File: src/rtl/jk_pkg.sv
// Shared types and helpers for the JK excitation driver: FSM state encoding,
// retry counter sizing and the single-bit excitation function.
package jk_pkg;

  typedef enum logic [1:0] {
    IDLE  = 2'd0,
    DRIVE = 2'd1,
    CHECK = 2'd2
  } jk_state_e;

  localparam int MAX_RETRY_DEFAULT = 1;
  localparam int RW = $clog2(MAX_RETRY_DEFAULT + 1);

  // A zero-width counter is not legal, so MAX_RETRY=0 still gets one bit.
  function automatic int retry_cnt_w(input int max_retry);
    return (max_retry < 1) ? 1 : $clog2(max_retry + 1);
  endfunction

  // Returns {J,K}; bits already at the wanted value are left alone.
  function automatic logic [1:0] jk_excite(input logic cur, input logic want,
                                           input logic use_toggle);
    logic [1:0] jk;
    jk = 2'b00;
    if (!cur && want) begin
      jk = {1'b1, use_toggle};
    end else if (cur && !want) begin
      jk = {use_toggle, 1'b1};
    end
    return jk;
  endfunction

endpackage

File: src/rtl/jk_excite_driver_if.sv
// Command/status bundle between a write-request source and the JK excitation driver.
interface jk_excite_driver_if #(
  parameter int WIDTH = 4
);
  logic             req_valid;
  logic             req_ready;
  logic [WIDTH-1:0] req_data;
  logic             busy;
  logic             done;
  logic             err;
  logic [WIDTH-1:0] err_mask;

  modport master (
    output req_valid, req_data,
    input  req_ready, busy, done, err, err_mask
  );

  modport slave (
    input  req_valid, req_data,
    output req_ready, busy, done, err, err_mask
  );
endinterface

File: src/rtl/jk_excite_vec.sv
// Combinational WIDTH-wide J/K excitation from the current Q word and the wanted word.
module jk_excite_vec
  import jk_pkg::*;
#(
  parameter int WIDTH      = 4,
  parameter bit USE_TOGGLE = 1'b0
) (
  input  logic [WIDTH-1:0] cur_i,
  input  logic [WIDTH-1:0] want_i,
  output logic [WIDTH-1:0] j_o,
  output logic [WIDTH-1:0] k_o
);

  for (genvar i = 0; i < WIDTH; i++) begin : g_bit
    assign {j_o[i], k_o[i]} = jk_excite(cur_i[i], want_i[i], USE_TOGGLE);
  end

endmodule

File: src/rtl/jk_excite_driver.sv
// Drives a JK flop bank towards a requested word, reads it back, retries, and flags errors.
//   state | meaning
//   IDLE  | j/k=0, ready for a request
//   DRIVE | registered j/k presented to the bank for one edge
//   CHECK | bank result visible on q_in; done, retry or error
module jk_excite_driver
  import jk_pkg::*;
#(
  parameter int WIDTH      = 4,
  parameter bit USE_TOGGLE = 1'b0,
  parameter int MAX_RETRY  = MAX_RETRY_DEFAULT
) (
  input  logic             clk,
  input  logic             rst_n,
  jk_excite_driver_if.slave cmd,
  input  logic [WIDTH-1:0] q_in,
  output logic [WIDTH-1:0] j_out,
  output logic [WIDTH-1:0] k_out
);

  localparam int CNT_W = (MAX_RETRY == MAX_RETRY_DEFAULT) ? RW : retry_cnt_w(MAX_RETRY);
  localparam logic [CNT_W-1:0] RETRY_LIM = CNT_W'(MAX_RETRY);

  jk_state_e        state_q, state_d;
  logic [WIDTH-1:0] target_q, target_d;
  logic [CNT_W-1:0] retry_q, retry_d;
  logic [WIDTH-1:0] j_q, j_d, k_q, k_d;
  logic             done_q, done_d, err_q, err_d;
  logic [WIDTH-1:0] mask_q, mask_d;

  logic [WIDTH-1:0] want, exc_j, exc_k;

  // On accept the excitation targets the incoming word; on retry the latched target.
  assign want = (state_q == IDLE) ? cmd.req_data : target_q;

  jk_excite_vec #(
    .WIDTH      (WIDTH),
    .USE_TOGGLE (USE_TOGGLE)
  ) u_exc (
    .cur_i  (q_in),
    .want_i (want),
    .j_o    (exc_j),
    .k_o    (exc_k)
  );

  always_ff @(posedge clk or negedge rst_n) begin
    if (!rst_n) begin
      state_q  <= IDLE;
      target_q <= '0;
      retry_q  <= '0;
      j_q      <= '0;
      k_q      <= '0;
      done_q   <= 1'b0;
      err_q    <= 1'b0;
      mask_q   <= '0;
    end else begin
      state_q  <= state_d;
      target_q <= target_d;
      retry_q  <= retry_d;
      j_q      <= j_d;
      k_q      <= k_d;
      done_q   <= done_d;
      err_q    <= err_d;
      mask_q   <= mask_d;
    end
  end

  always_comb begin
    state_d  = state_q;
    target_d = target_q;
    retry_d  = retry_q;
    j_d      = '0;
    k_d      = '0;
    done_d   = 1'b0;
    err_d    = 1'b0;
    mask_d   = mask_q;
    unique case (state_q)
      IDLE: begin
        if (cmd.req_valid) begin
          target_d = cmd.req_data;
          j_d      = exc_j;
          k_d      = exc_k;
          retry_d  = '0;
          mask_d   = '0;
          state_d  = DRIVE;
        end
      end
      DRIVE: begin
        state_d = CHECK;
      end
      CHECK: begin
        if (q_in == target_q) begin
          done_d  = 1'b1;
          state_d = IDLE;
        end else if (retry_q < RETRY_LIM) begin
          j_d     = exc_j;
          k_d     = exc_k;
          retry_d = retry_q + 1'b1;
          state_d = DRIVE;
        end else begin
          err_d   = 1'b1;
          mask_d  = q_in ^ target_q;
          state_d = IDLE;
        end
      end
      default: begin
        state_d = IDLE;
      end
    endcase
  end

  assign cmd.req_ready = (state_q == IDLE);
  assign cmd.busy      = (state_q != IDLE);
  assign cmd.done      = done_q;
  assign cmd.err       = err_q;
  assign cmd.err_mask  = mask_q;
  assign j_out         = j_q;
  assign k_out         = k_q;

endmodule

File: src/flat_wrapper.sv
// flat-port wrapper written by rule: the top's interface ports become plain ports
module jk_excite_driver_flat import jk_pkg::*;
#(
  parameter int WIDTH      = 4,
  parameter bit USE_TOGGLE = 1'b0,
  parameter int MAX_RETRY  = MAX_RETRY_DEFAULT
)
  (clk, rst_n, q_in, j_out, k_out, cmd_req_valid, cmd_req_data, cmd_req_ready, cmd_busy, cmd_done, cmd_err, cmd_err_mask);
  jk_excite_driver_if #(.WIDTH(WIDTH)) cmd_i ();
  input  logic clk;
  input  logic rst_n;
  input  logic [WIDTH-1:0] q_in;
  output logic [WIDTH-1:0] j_out;
  output logic [WIDTH-1:0] k_out;
  input wire logic [$bits(cmd_i.req_valid)-1:0] cmd_req_valid;
  input wire logic [$bits(cmd_i.req_data)-1:0] cmd_req_data;
  output wire logic [$bits(cmd_i.req_ready)-1:0] cmd_req_ready;
  output wire logic [$bits(cmd_i.busy)-1:0] cmd_busy;
  output wire logic [$bits(cmd_i.done)-1:0] cmd_done;
  output wire logic [$bits(cmd_i.err)-1:0] cmd_err;
  output wire logic [$bits(cmd_i.err_mask)-1:0] cmd_err_mask;
  assign cmd_i.req_valid = cmd_req_valid;
  assign cmd_i.req_data = cmd_req_data;
  assign cmd_req_ready = cmd_i.req_ready;
  assign cmd_busy = cmd_i.busy;
  assign cmd_done = cmd_i.done;
  assign cmd_err = cmd_i.err;
  assign cmd_err_mask = cmd_i.err_mask;
  jk_excite_driver #(.WIDTH(WIDTH), .USE_TOGGLE(USE_TOGGLE), .MAX_RETRY(MAX_RETRY)) u_core (.clk(clk), .rst_n(rst_n), .cmd(cmd_i), .q_in(q_in), .j_out(j_out), .k_out(k_out));
endmodule
File: config.mk
export PLATFORM = sky130hd
export DESIGN_NAME = jk_excite_driver_flat
export DESIGN_NICKNAME = d
export VERILOG_FILES = /design/src/rtl/jk_pkg.sv /design/src/rtl/jk_excite_driver_if.sv /design/src/rtl/jk_excite_vec.sv /design/src/rtl/jk_excite_driver.sv /design/src/flat_wrapper.sv
export SDC_FILE = /design/constraint.sdc
export NUM_CORES = 1
export LEC_CHECK = 0
export ABC_CLOCK_PERIOD_IN_PS = 1720
export CAP_MARGIN = 20
export CORE_MARGIN = 5
export CORE_UTILIZATION = 46
export CTS_BUF_LIST = sky130_fd_sc_hd__clkbuf_4 sky130_fd_sc_hd__clkbuf_8
export DETAILED_ROUTE_END_ITERATION = 12
export PLACE_DENSITY = 0.8
export SLEW_MARGIN = 20
export SYNTH_ARGS = -nofsm -noshare
export SYNTH_HDL_FRONTEND = slang
export SYNTH_SLANG_ARGS = --single-unit
File: constraint.sdc
create_clock -name clk -period 1.72 [get_ports clk]
set_clock_uncertainty 0.2 [all_clocks]
set_input_delay 0.258 -clock clk [delete_from_list [all_inputs] [get_ports clk]]
set_output_delay 0.258 -clock clk [all_outputs]
set_load 0.005 [all_outputs]
==> results.yml, run 1 <==
run_status:
  status: "complete, no violations"
finish:
  n_antenna_cell: 0
  drive_gt1_frac: 0.308
  area_growth_pct: 53.0
  nets: 119
  final_cells: 132
yosys:
  yosys-top-cells-area: "dfrtp_1 62%, mux2i_1 5.9%, mux2_2 5.3%"
  synth_most_common_cell: "dfrtp_1"
  avgSynthCellArea_um2: 13.6
  yosys_warnings: 0
  ys_seq_area_frac: 0.621
  syn_area_um2: 846
  yosysTopAreaCellShare: 0.621
  synthArstFlopShare: 1.00
  synth_fp_nets: 73
  synth_cells: 62
  ys_seq_elements: 21
  post-synth-top-area-cell: "dfrtp_1"
  synth_cell_types: 19
  synthTopCellsByCount: "21 x dfrtp_1, 5 x and3_1, 5 x mux2i_1"
  synth_edf_count: 0
  synth_ff_type: "dfrtp_1"
place:
  portBuffers: 26
  dpl.hpwl_mm: 1.44
  pre_cts_ws_ps: -260
  place_inst: 125
  gp_congestion: 0.771
clock_network:
  clockBufferDepth: 2
  ctsHoldBuffers: 0
  htree_levels: 1
  cts_sinks: 21
  clk_latency_ps: 300
  cts_tree: "done"
  cts-root-buf: "clkbuf_4"
  cts_buffers: 3
  clk_pin_slew_ps: 110
worst_setup_path:
  cp_cell_sequence: "nor2_4 > buf_4 > dlygate4sd2_1"
  crit_required_ps: 1260
  start_kind: "flip-flop"
  cp_slowest_stage_delay_ps: 440
  path_delay_family: "flip-flops"
  critPathKind: "reg -> out"
  endpoint_kind: "output pin"
  worst-path-buf-inv: 2
  crit_slowest_cell: "dfrtp_2"
  cp_max_fo: 3
  cp.arrival_ps: 1190
timing:
  hold_viol_final: 0
  max_slew_margin: 0.830
  finalSetupViolCount: 0
  fin_crit_ps: 1650
  tns_ps: 0
  maxSlewViolCount: 0
  fmax_mhz: 605
  fin_crit_sh: 0.961
  setup_ws_ps: 67.1
  rsz0062_at_grt: "false"
  max_slew.worst_pin.slew_ps: 254
floorplanning:
  dieArea_um2: 2800
  die_h_um: 52.9
  io_pins: 27
  die_w_um: 52.9
  start_util: 0.485
  core-area_um2: 1750
  num_rows: 15
global_routing:
  grt.total_usage: 0.152
  grt_remaining_overflow: 0
  grt_max_degree: 22
  grt_pass1_vias: 717
  antenna_found_initial: 0
  grt_pass1_wl_mm: 3.09
power_and_ir_drop:
  power_density_nw_per_um2: 1590
  vdd_ir_drop_max_mv: 0.842
  power.leakage_nw: 0.609
job:
  maxCapViolations: 0
routing:
  first_pass_iters: 3
  vias: 663
  ant_nets: 0
  avgRoutedWirePerCell_um: 14.3
  drtIter0Drc: 3
  drc: 0
  via_per_inst: 5.02
  wl_mm: 1.88
worst_hold_path:
  min_path_type: "in -> async"
==> path summary, 6_finish.rpt <==
kind                                        start  cells after the start                      to  slack [ps]
setup / recovery                u_core.state_q[1]                      3           cmd_req_ready          70
hold / removal                              rst_n                      2         u_core.cmd.done         100
setup reg to reg                u_core.state_q[0]                      6         u_core.j_out[1]          90
hold reg to reg            u_core.cmd.err_mask[2]                      1  u_core.cmd.err_mask[2]         310
max in group asynchronous                   rst_n                      2       u_core.state_q[1]        1000
min in group clk           u_core.cmd.err_mask[2]                      1  u_core.cmd.err_mask[2]         310
==> through the flow <==
stage               hold WS (ps)  total power [mW]  instance area [um2]  utilization
CTS                          105              2.04                 1280        0.733
detailed placement           280              1.76                 1230        0.703
global placement             276              1.72                 1230        0.703
floorplan                   -238              1.23                  846            -
finish                      95.7              2.06                 1290        0.741
global route                 118              2.19                 1290        0.741
==> metal layers <==
layer,GRT usage,vias to the layer above,wire length (um)
li1,-,315,-
met3,0.0310,2,98
met2,0.267,20,970
met1,0.184,326,803
met4,0.0511,0,10
met5,0,-,0
==> power by group <==
| group | internal, mW | total [mW] | switching (mW) |
|---|---|---|---|
| combinational | 0.609 | 1.04 | 0.427 |
| clock | 0.106 | 0.252 | 0.146 |
| sequential | 0.655 | 0.768 | 0.113 |
==> worst reg2reg max path, delay by kind of cell, from the launching register on <==
family                 cells  cell delay, ps
and+or+nand+nor            3             520
buffers and inverters      2             310
DFF                        1             440
AOI/OAI and AO/OA          1              80
==> kinds of logic after synthesis <==
group                     synth area share
xor gates and xnor gates            0.0414
muxes                                0.112
and+or+nand+nor                      0.136
DFF                                  0.621
AOI/OAI and AO/OA                   0.0799
buffers and inverters              0.00887
==> registers in the layout (all words and copies together) (netlist names) <==
signal               count
u_core.cmd.done          1
u_core.cmd.err           1
u_core.cmd.err_mask      4
u_core.j_out             4
u_core.k_out             4
u_core.retry_q           1
u_core.state_q           2
u_core.target_q          4
==> what timing repair did <==
item | in CTS | in global routing
endpoints found under the hold margin | 0 | 0
gates resized for setup | 4 | 3
endpoints found under the setup margin | 2 | 7
buffers inserted | 3 | 0
pin swaps | 1 | 0
gates cloned | 0 | 0
==> cell type report <==
cell class                      instances  area (um2)
Clock buffer                            4        30.0
Fill cell                             121         452
Multi-Input combinational cell         39         327
Inverter                                2        7.51
Sequential cell                        21         528
Tap cell                               25        31.3
Timing Repair Buffer                   41         370
==> layout by cell type (no fill, tap or decap), drive strengths merged, types with 4 or more instances in the layout <==
master,synthesis,layout
and3,5,5
mux2,4,4
clkdlybuf4s50,0,24
clkbuf,0,4
o2bb2ai,4,4
nor3,4,4
nor2,4,4
xnor2,4,4
mux2i,5,5
dfrtp,21,21
buf,0,15
No activity file was read; power rests on OpenSTA's default activity.
==> run 2: changes to the inputs <==
--- a/config.mk
+++ b/config.mk
@@ -5,7 +5,6 @@
 export SDC_FILE = /design/constraint.sdc
 export NUM_CORES = 1
 export LEC_CHECK = 0
-export ABC_CLOCK_PERIOD_IN_PS = 1720
 export CAP_MARGIN = 20
 export CORE_MARGIN = 5
 export CORE_UTILIZATION = 46
==> results of run 2 <==
The final DEF is identical to that of run 1; final timing and power are the same.
